===== config.mk =====
export PLATFORM = sky130hd
export DESIGN_NAME = router_sync_multi
export DESIGN_NICKNAME = d
export VERILOG_FILES = /design/src/rtl/router_sync_multi.sv
export SDC_FILE = /design/constraint.sdc
export NUM_CORES = 1
export LEC_CHECK = 0
export ABC_AREA = 1
export BUFFER_PORTS_ARGS = -buffer_cell sky130_fd_sc_hd__buf_4
export CAP_MARGIN = 20
export CELL_PAD_IN_SITES_DETAIL_PLACEMENT = 0
export CELL_PAD_IN_SITES_GLOBAL_PLACEMENT = 2
export CORE_AREA = 2 2 57 72
export DETAILED_ROUTE_END_ITERATION = 8
export DIE_AREA = 0 0 59 74
export PLACE_DENSITY = 0.78
export SLEW_MARGIN = 10
export SYNTH_ARGS = -nofsm -noshare
export SYNTH_HDL_FRONTEND = slang
export SYNTH_SLANG_ARGS = --single-unit

===== constraint.sdc =====
create_clock -name clk -period 1.9 [get_ports clk]
set_input_delay 0.285 -clock clk [delete_from_list [all_inputs] [get_ports clk]]
set_output_delay 0.285 -clock clk [all_outputs]
set_load 0.05 [all_outputs]

===== src/rtl/router_sync_multi.sv =====
// Address latch, write steering, full-flag return and per-channel read-timeout
// soft resets between the router FSM and NUM_PORTS output FIFOs.
module router_sync_multi #(
    parameter int NUM_PORTS = 3,
    parameter int ADDR_W    = 2,
    parameter int TIMEOUT   = 30
) (
    input  logic                 clk,
    input  logic                 rst,
    input  logic [ADDR_W-1:0]    din,
    input  logic                 detect_addr,
    input  logic                 wr_en_reg,
    input  logic [NUM_PORTS-1:0] full,
    input  logic [NUM_PORTS-1:0] empty,
    input  logic [NUM_PORTS-1:0] rd_en,
    output logic [NUM_PORTS-1:0] wr_en,
    output logic                 fifo_full,
    output logic [NUM_PORTS-1:0] vld_out,
    output logic [NUM_PORTS-1:0] soft_reset,
    output logic                 addr_err
);

    localparam int                 CNT_W     = $clog2(TIMEOUT);
    localparam logic [CNT_W-1:0]   CNT_MAX   = CNT_W'(TIMEOUT - 1);
    // One extra bit so NUM_PORTS == 2**ADDR_W is still representable.
    localparam logic [ADDR_W:0]    NUM_PORTS_W = (ADDR_W + 1)'(NUM_PORTS);

    logic [ADDR_W-1:0] addr_q;
    logic              addr_valid;
    logic [CNT_W-1:0]  cnt [NUM_PORTS];

    // NOTE: state registers use non-blocking assignments so every flop samples
    // pre-edge values, independent of statement order.
    always_ff @(posedge clk) begin
        if (!rst) begin
            addr_q     <= '0;
            addr_valid <= 1'b0;
            addr_err   <= 1'b0;
        end else if (detect_addr) begin
            addr_q <= din;
            if ({1'b0, din} < NUM_PORTS_W) begin
                addr_valid <= 1'b1;
                addr_err   <= 1'b0;
            end else begin
                addr_valid <= 1'b0;
                addr_err   <= 1'b1;
            end
        end
    end

    // NOTE: every output of this block is given a default first, so no path
    // leaves a signal unassigned and no latch is inferred.
    always_comb begin
        wr_en     = '0;
        fifo_full = 1'b0;
        for (int i = 0; i < NUM_PORTS; i++) begin
            if (addr_valid && (addr_q == ADDR_W'(i))) begin
                wr_en[i]  = wr_en_reg;
                fifo_full = full[i];
            end
        end
    end

    assign vld_out = ~empty;

    // NOTE: the counter array is a handful of flops, not a RAM, so it is
    // cleared by reset like any other control state.
    always_ff @(posedge clk) begin
        if (!rst) begin
            soft_reset <= '0;
            for (int i = 0; i < NUM_PORTS; i++) begin
                cnt[i] <= '0;
            end
        end else begin
            for (int i = 0; i < NUM_PORTS; i++) begin
                if (vld_out[i] && !rd_en[i]) begin
                    if (cnt[i] == CNT_MAX) begin
                        cnt[i]        <= '0;
                        soft_reset[i] <= 1'b1;
                    end else begin
                        cnt[i]        <= cnt[i] + 1'b1;
                        soft_reset[i] <= 1'b0;
                    end
                end else begin
                    cnt[i]        <= '0;
                    soft_reset[i] <= 1'b0;
                end
            end
        end
    end

endmodule


==> impl_metrics.json, run 1 <==
{
  "synthXorXnorAreaFrac": 0.02336,
  "yosys_warnings": 0,
  "die-area_sq_um": 4366,
  "final_layout_size_suffix_gt1_frac": 0.1919,
  "synth-edff-count": 15,
  "synth_top_family_by_area": "simple AND/OR/NAND/NOR gates",
  "holdWs_ns": 0.1934,
  "clkPwrFrac": 0.323,
  "htreeDepth": 1,
  "report.final.slew_viol_count": 0,
  "hpwl_mm": 1.782,
  "synth_compound_area_frac": 0.02002,
  "grt_max_degree": 13,
  "ys_seq_elements": 22,
  "die_h_um": 74,
  "pin_count": 26,
  "crit_buf_inv": 1,
  "fin_nets": 194,
  "antenna_found_initial": 0,
  "io_buffers": 25,
  "post_cts_buffers": 0,
  "area_growth_pct": 30.70,
  "p_sw_w": 0.0002434,
  "drv_cap": 0,
  "cts.sink_count": 22,
  "rows": 25,
  "p_sw_frac": 0.2404,
  "hold_start": "rd_en[0]",
  "arrival_ns": 1.14,
  "finClkSkew_ns": 0.004121,
  "drc_errors": 0,
  "cp.required_ns": 1.62,
  "criticalPathCategory": "reg -> out",
  "clockBufferDepth": 2,
  "critPathLaunch": "addr_valid",
  "p_seq_frac": 0.551,
  "cp_slowest_cell": "dfxtp_1",
  "synth_area_sq_um": 1125,
  "cp_top_family": "flip-flops",
  "wl_per_cell_um": 9.920,
  "drt-initial-drc-count": 10,
  "diodes": 0,
  "ctsResizeCount": 0,
  "r2r-start": "cnt[0][1]",
  "synth.area.top_cells": "edfxtp_1 40%, dfxtp_1 12%, nor2_1 7.7%",
  "yosysSeqAreaShare": 0.5250,
  "endpoint_kind": "primary output",
  "synth_top_area_cell": "edfxtp_1",
  "finalHoldViolations": 0,
  "powerDensity_nw_per_um2": 688.5,
  "ys_top_cells_by_count": "23 x nor2_1, 21 x nand2_1, 20 x inv_1, 15 x edfxtp_1",
  "yosys.area_share.adder": 0.06674,
  "holdCritPathClass": "in -> reg",
  "ant_nets": 0,
  "final.period_utilization": 0.7477,
  "yosys.area_share.simple": 0.2914,
  "ys.flop_type": "edfxtp_1",
  "cts.clk_slew.worst_paths_ns": 0.08,
  "max-vdd-ir-drop_mv": 0.3302,
  "holdBufCountCts": 0,
  "drt-pass1-iter-count": 4,
  "grt_pass1_wl_mm": 3.657,
  "synth_cell_types": 17,
  "pwr-share-comb": 0.126,
  "rsz0062_at_grt": "no",
  "fin_crit_ns": 1.421,
  "cts_tree": "built",
  "crit_chain": "nand4_1 -> nand3_1 -> buf_4",
  "worstSkewPairLatency_ns": 0.26,
  "avgSynthCellArea_sq_um": 8.720,
  "syn-instance-count": 129,
  "setup_violations": 0,
  "die_w_um": 59,
  "ys_async_sr_fraction": 0,
  "fill_cells": 388,
  "fin_tns_setup_ns": 0,
  "core_sq_um": 3691,
  "place_congestion": 0.7102,
  "cp_max_fo": 7,
  "vias": 920,
  "grt_pass1_vias": 883,
  "finalWirelength_mm": 2.103,
  "yosysTopAreaCellShare": 0.4004,
  "outcome": "completed",
  "grt_util_all_layers": 0.1099,
  "worst_path_largest_cell_delay_ns": 0.44,
  "cts_buffers": 3,
  "gr-total-overflow": 0,
  "max_freq_ghz": 0.7039,
  "cp-start-kind": "flip-flop",
  "muxShareOfSynthArea": 0,
  "internal_power_w": 0.0007689,
  "viasPerCell": 4.340,
  "p_leak_nw": 0.6968,
  "start_util": 0.3047,
  "cts_root_buf": "clkbuf_8",
  "synth.most_common_cell": "nor2_1"
}
final cells by class:
| cell class | instances | area (sq um) | share of cell area |
|---|---|---|---|
| Clock buffer | 4 | 55.05 | 0.03745 |
| Inverter | 21 | 78.83 | 0.05362 |
| Multi-Input combinational cell | 100 | 508.0 | 0.3455 |
| Sequential cell | 22 | 590.6 | 0.4017 |
| Tap cell | 40 | 50.05 | 0.03404 |
| Timing Repair Buffer | 25 | 187.7 | 0.1277 |
stage by stage:
stage | instances | setup slack (ns) | instance area (sq um) | total power (W) | util
6_report | 212 | 0.4794 | 1470 | 0.001012 | 0.3983
2_1_floorplan | 143 | 0.4828 | 1177 | 0.0006436 | -
3_3_place_gp | 208 | 0.6539 | 1415 | 0.0006945 | 0.3834
3_5_place_dp | 208 | 0.6183 | 1415 | 0.0006967 | 0.3834
5_1_grt | 212 | 0.3585 | 1470 | 0.001070 | 0.3983
4_1_cts | 212 | 0.4789 | 1470 | 0.001031 | 0.3983
worst reg2reg max path, cell delays in order, from the launching register on:
cell	delay, ns
edfxtp_1	0.44
inv_1	0.08
ha_1	0.13
nand4_1	0.12
nand2_1	0.18
nor2_1	0.07
routing by layer:
layer	wire length, um	part of all wire	track usage	vias to the layer above
li1	-	-	-	499
met1	799	0.38	0.1141	410
met2	1224	0.58	0.2099	9
met3	53	0.025	0.02261	2
met4	26	0.012	0.04545	0
met5	0	0	0	-
flip-flops by register name, summed over array words and instances (netlist names):
name	cells
soft_reset	3
addr_valid	1
addr_err	1
cnt	15
addr_q	2
final timing paths:
kind | endpoint | slack (ns) | depth (start not counted)
max | fifo_full | 0.48 | 3
min | soft_reset[0] | 0.19 | 2
max reg2reg | cnt[0][1] | 0.64 | 5
min reg2reg | addr_err | 0.49 | 2
cells by family after synthesis:
kind of cell | Yosys count
flops | 22
simple gates | 72
other cells | 1
xor+xnor | 3
fa+ha+maj | 6
buf+inv | 21
compound gates | 4
cell usage in the layout (no fill, tap or decap), types with 2 or more instances in the layout:
cell,synthesis,layout
nand2_1,21,21
ha_1,6,6
xnor2_1,3,3
inv_1,20,20
nor3_1,3,3
buf_4,0,25
a21oi_1,2,2
nand2_2,2,2
nor2_1,23,23
edfxtp_1,15,15
nand4_1,11,11
conb_1,1,15
clkbuf_8,0,4
dfxtp_1,7,7
nand3_1,11,11
power by group through the flow:
| stage | sequential, W | combinational (W) | clock, W |
|---|---|---|---|
| floorplan | 0.000568 | 0.0000758 | 0 |
| global placement | 0.000567 | 0.000127 | 0 |
| detailed placement | 0.000569 | 0.000128 | 0 |
| CTS | 0.000558 | 0.000128 | 0.000345 |
| global route | 0.000561 | 0.000143 | 0.000365 |
| finish | 0.000558 | 0.000127 | 0.000327 |
Note: power is estimated with default switching activity, not from simulation.
==> inputs of run 2 (changes only) <==
Settings changed: CORE_AREA 2 2 57 72 to 2 2 61 78, DIE_AREA 0 0 59 74 to 0 0 63 80, PLACE_DENSITY 0.78 to 0.71.
Clock period 1.9 ns to 1.25 ns, I/O delays scaled along.
==> impl_metrics.json, run 2 (synthesis results as in run 1) <==
{
  "cp.required_ns": 1.06,
  "vias": 976,
  "grt_max_degree": 13,
  "reg2reg_depth": 7,
  "fin_tns_setup_ns": 0,
  "die-area_sq_um": 5040,
  "cts.sink_count": 22,
  "worst_path_largest_cell_delay_ns": 0.36,
  "area_growth_pct": 46.83,
  "grt_pass1_vias": 859,
  "start_util": 0.2622,
  "placed_cell_area_sq_um": 1468,
  "crit_chain": "inv_4 -> nand3_2 -> nor2_2 -> buf_6",
  "endpoint_kind": "primary output",
  "final_common_cell": "buf_4",
  "arrival_ns": 1.06,
  "holdCritPathClass": "in -> reg",
  "grt_util_all_layers": 0.08843,
  "rows": 27,
  "r2r-start": "cnt[2][1]",
  "clockBufferDepth": 2,
  "hold_start": "rd_en[1]",
  "cp_max_fo": 5,
  "diodes": 0,
  "top_register": "cnt",
  "die_h_um": 80,
  "max-vdd-ir-drop_mv": 0.4261,
  "worstSkewPairLatency_ns": 0.26,
  "final.period_utilization": 0.9997,
  "hpwl_mm": 1.768,
  "fill_cells": 470,
  "drv_cap": 0,
  "fin_crit_ns": 1.250,
  "crit_buf_inv": 2,
  "cts_buffers": 3,
  "core_sq_um": 4290,
  "cp-start-kind": "flip-flop",
  "io_buffers": 25,
  "final_layout_size_suffix_gt1_frac": 0.3424,
  "wl_per_cell_um": 9.442,
  "finalHoldViolations": 0,
  "cts_tree": "built",
  "holdPathEnd": "soft_reset[1]",
  "drt-pass1-iter-count": 4,
  "max_freq_ghz": 0.8003,
  "rr_endpoint": "cnt[2][0]",
  "drt-initial-drc-count": 13,
  "criticalPathCategory": "reg -> out",
  "fin_nets": 206,
  "place_congestion": 0.7628,
  "htreeDepth": 1,
  "top_regs": "cnt: 15 flops, soft_reset: 3 flops, addr_q: 2 flops",
  "die_w_um": 63,
  "report.final.slew_viol_count": 0,
  "cts_root_buf": "clkbuf_8",
  "ant_nets": 0,
  "pin_count": 26,
  "powerDensity_nw_per_um2": 925.8,
  "outcome": "completed",
  "antenna_found_initial": 0,
  "gr-total-overflow": 0,
  "viasPerCell": 4.033,
  "final_cell_mix": "33 x buf_4, 18 x inv_1, 18 x nand2_1",
  "grt_pass1_wl_mm": 3.491,
  "drc_errors": 0,
  "setup_violations": 0,
  "cp_slowest_cell": "dfxtp_4",
  "largest_reg_flops": 15,
  "fin_area_sq_um": 1652,
  "finalWirelength_mm": 2.285,
  "cts.clk_slew.worst_paths_ns": 0.08,
  "p_leak_nw": 0.7514,
  "cp_top_family": "flip-flops",
  "whs_path_depth": 2,
  "rrSetupSlack_ns": 0.02,
  "finClkSkew_ns": 0.001812,
  "rsz0062_at_grt": "yes"
}
==> run 2: changes by cell type in the layout (fill, tap and decap cells not counted), sizes merged <==
cell  before  now
buf       25   37
==> run 2: worst max path at each step <==
stage | startpoint | cells past startpoint | slack (ns) | to
finish | addr_q[1] | 4 | 0.0004 | wr_en[0]
global route | addr_q[1] | 4 | -0.06 | fifo_full
CTS | cnt[1][1] | 5 | 0.002 | cnt[1][1]
detailed placement | cnt[2][1] | 7 | -0.004 | cnt[2][0]
global placement | cnt[2][1] | 7 | -0.01 | cnt[2][1]
floorplan | cnt[2][1] | 7 | 0.09 | cnt[2][0]
==> run 2: stage by stage <==
| stage | power [W] | utilization | setup WS, ns | hold WS [ns] | instances |
|---|---|---|---|---|---|
| after global placement | 0.001064 | 0.3421 | -0.01292 | 0.3647 | 229 |
| after global routing | 0.001625 | 0.3850 | -0.06337 | 0.07708 | 242 |
| after CTS | 0.001531 | 0.3572 | 0.001873 | 0.07992 | 234 |
| after detailed placement | 0.001065 | 0.3421 | -0.003571 | 0.3664 | 229 |
| final | 0.001529 | 0.3850 | 0.0004264 | 0.09011 | 242 |
| after floorplan | 0.0009802 | - | 0.09442 | 0.2668 | 143 |
==> run 2: final cells by class <==
| class | instances | area [sq um] | area share |
|---|---|---|---|
| flip-flops and latches | 22 | 601.8 | 0.3644 |
| multi-input cells | 100 | 555.5 | 0.3364 |
| repair buffers | 37 | 292.8 | 0.1773 |
| inverters | 21 | 83.83 | 0.05076 |
| well taps | 58 | 72.57 | 0.04394 |
| clock buffers | 4 | 45.04 | 0.02727 |
==> run 2: routing by layer <==
metal	GRT usage	routed length, um	up-vias
met4	0.04667	18	0
met3	0.01834	64	2
met2	0.1500	1200	12
li1	-	-	522
met5	0	0	-
met1	0.1044	1002	440
==> run 2: what timing repair did <==
action                                  CTS  global route
setup buffers                             1             8
endpoints found under the setup margin    8            19
gates cloned                              0             0
pin swaps                                 0             8
resized for setup                         6            20
hold buffers                              0             0
==> run 2: power breakdown <==
part           switching [W]  total, W  leakage [nW]  internal, W
clock               0.000215  0.000442        0.0228     0.000227
sequential         0.0000380  0.000848         0.214     0.000810
combinational       0.000132  0.000239         0.515     0.000107
total               0.000385   0.00153         0.751      0.00114
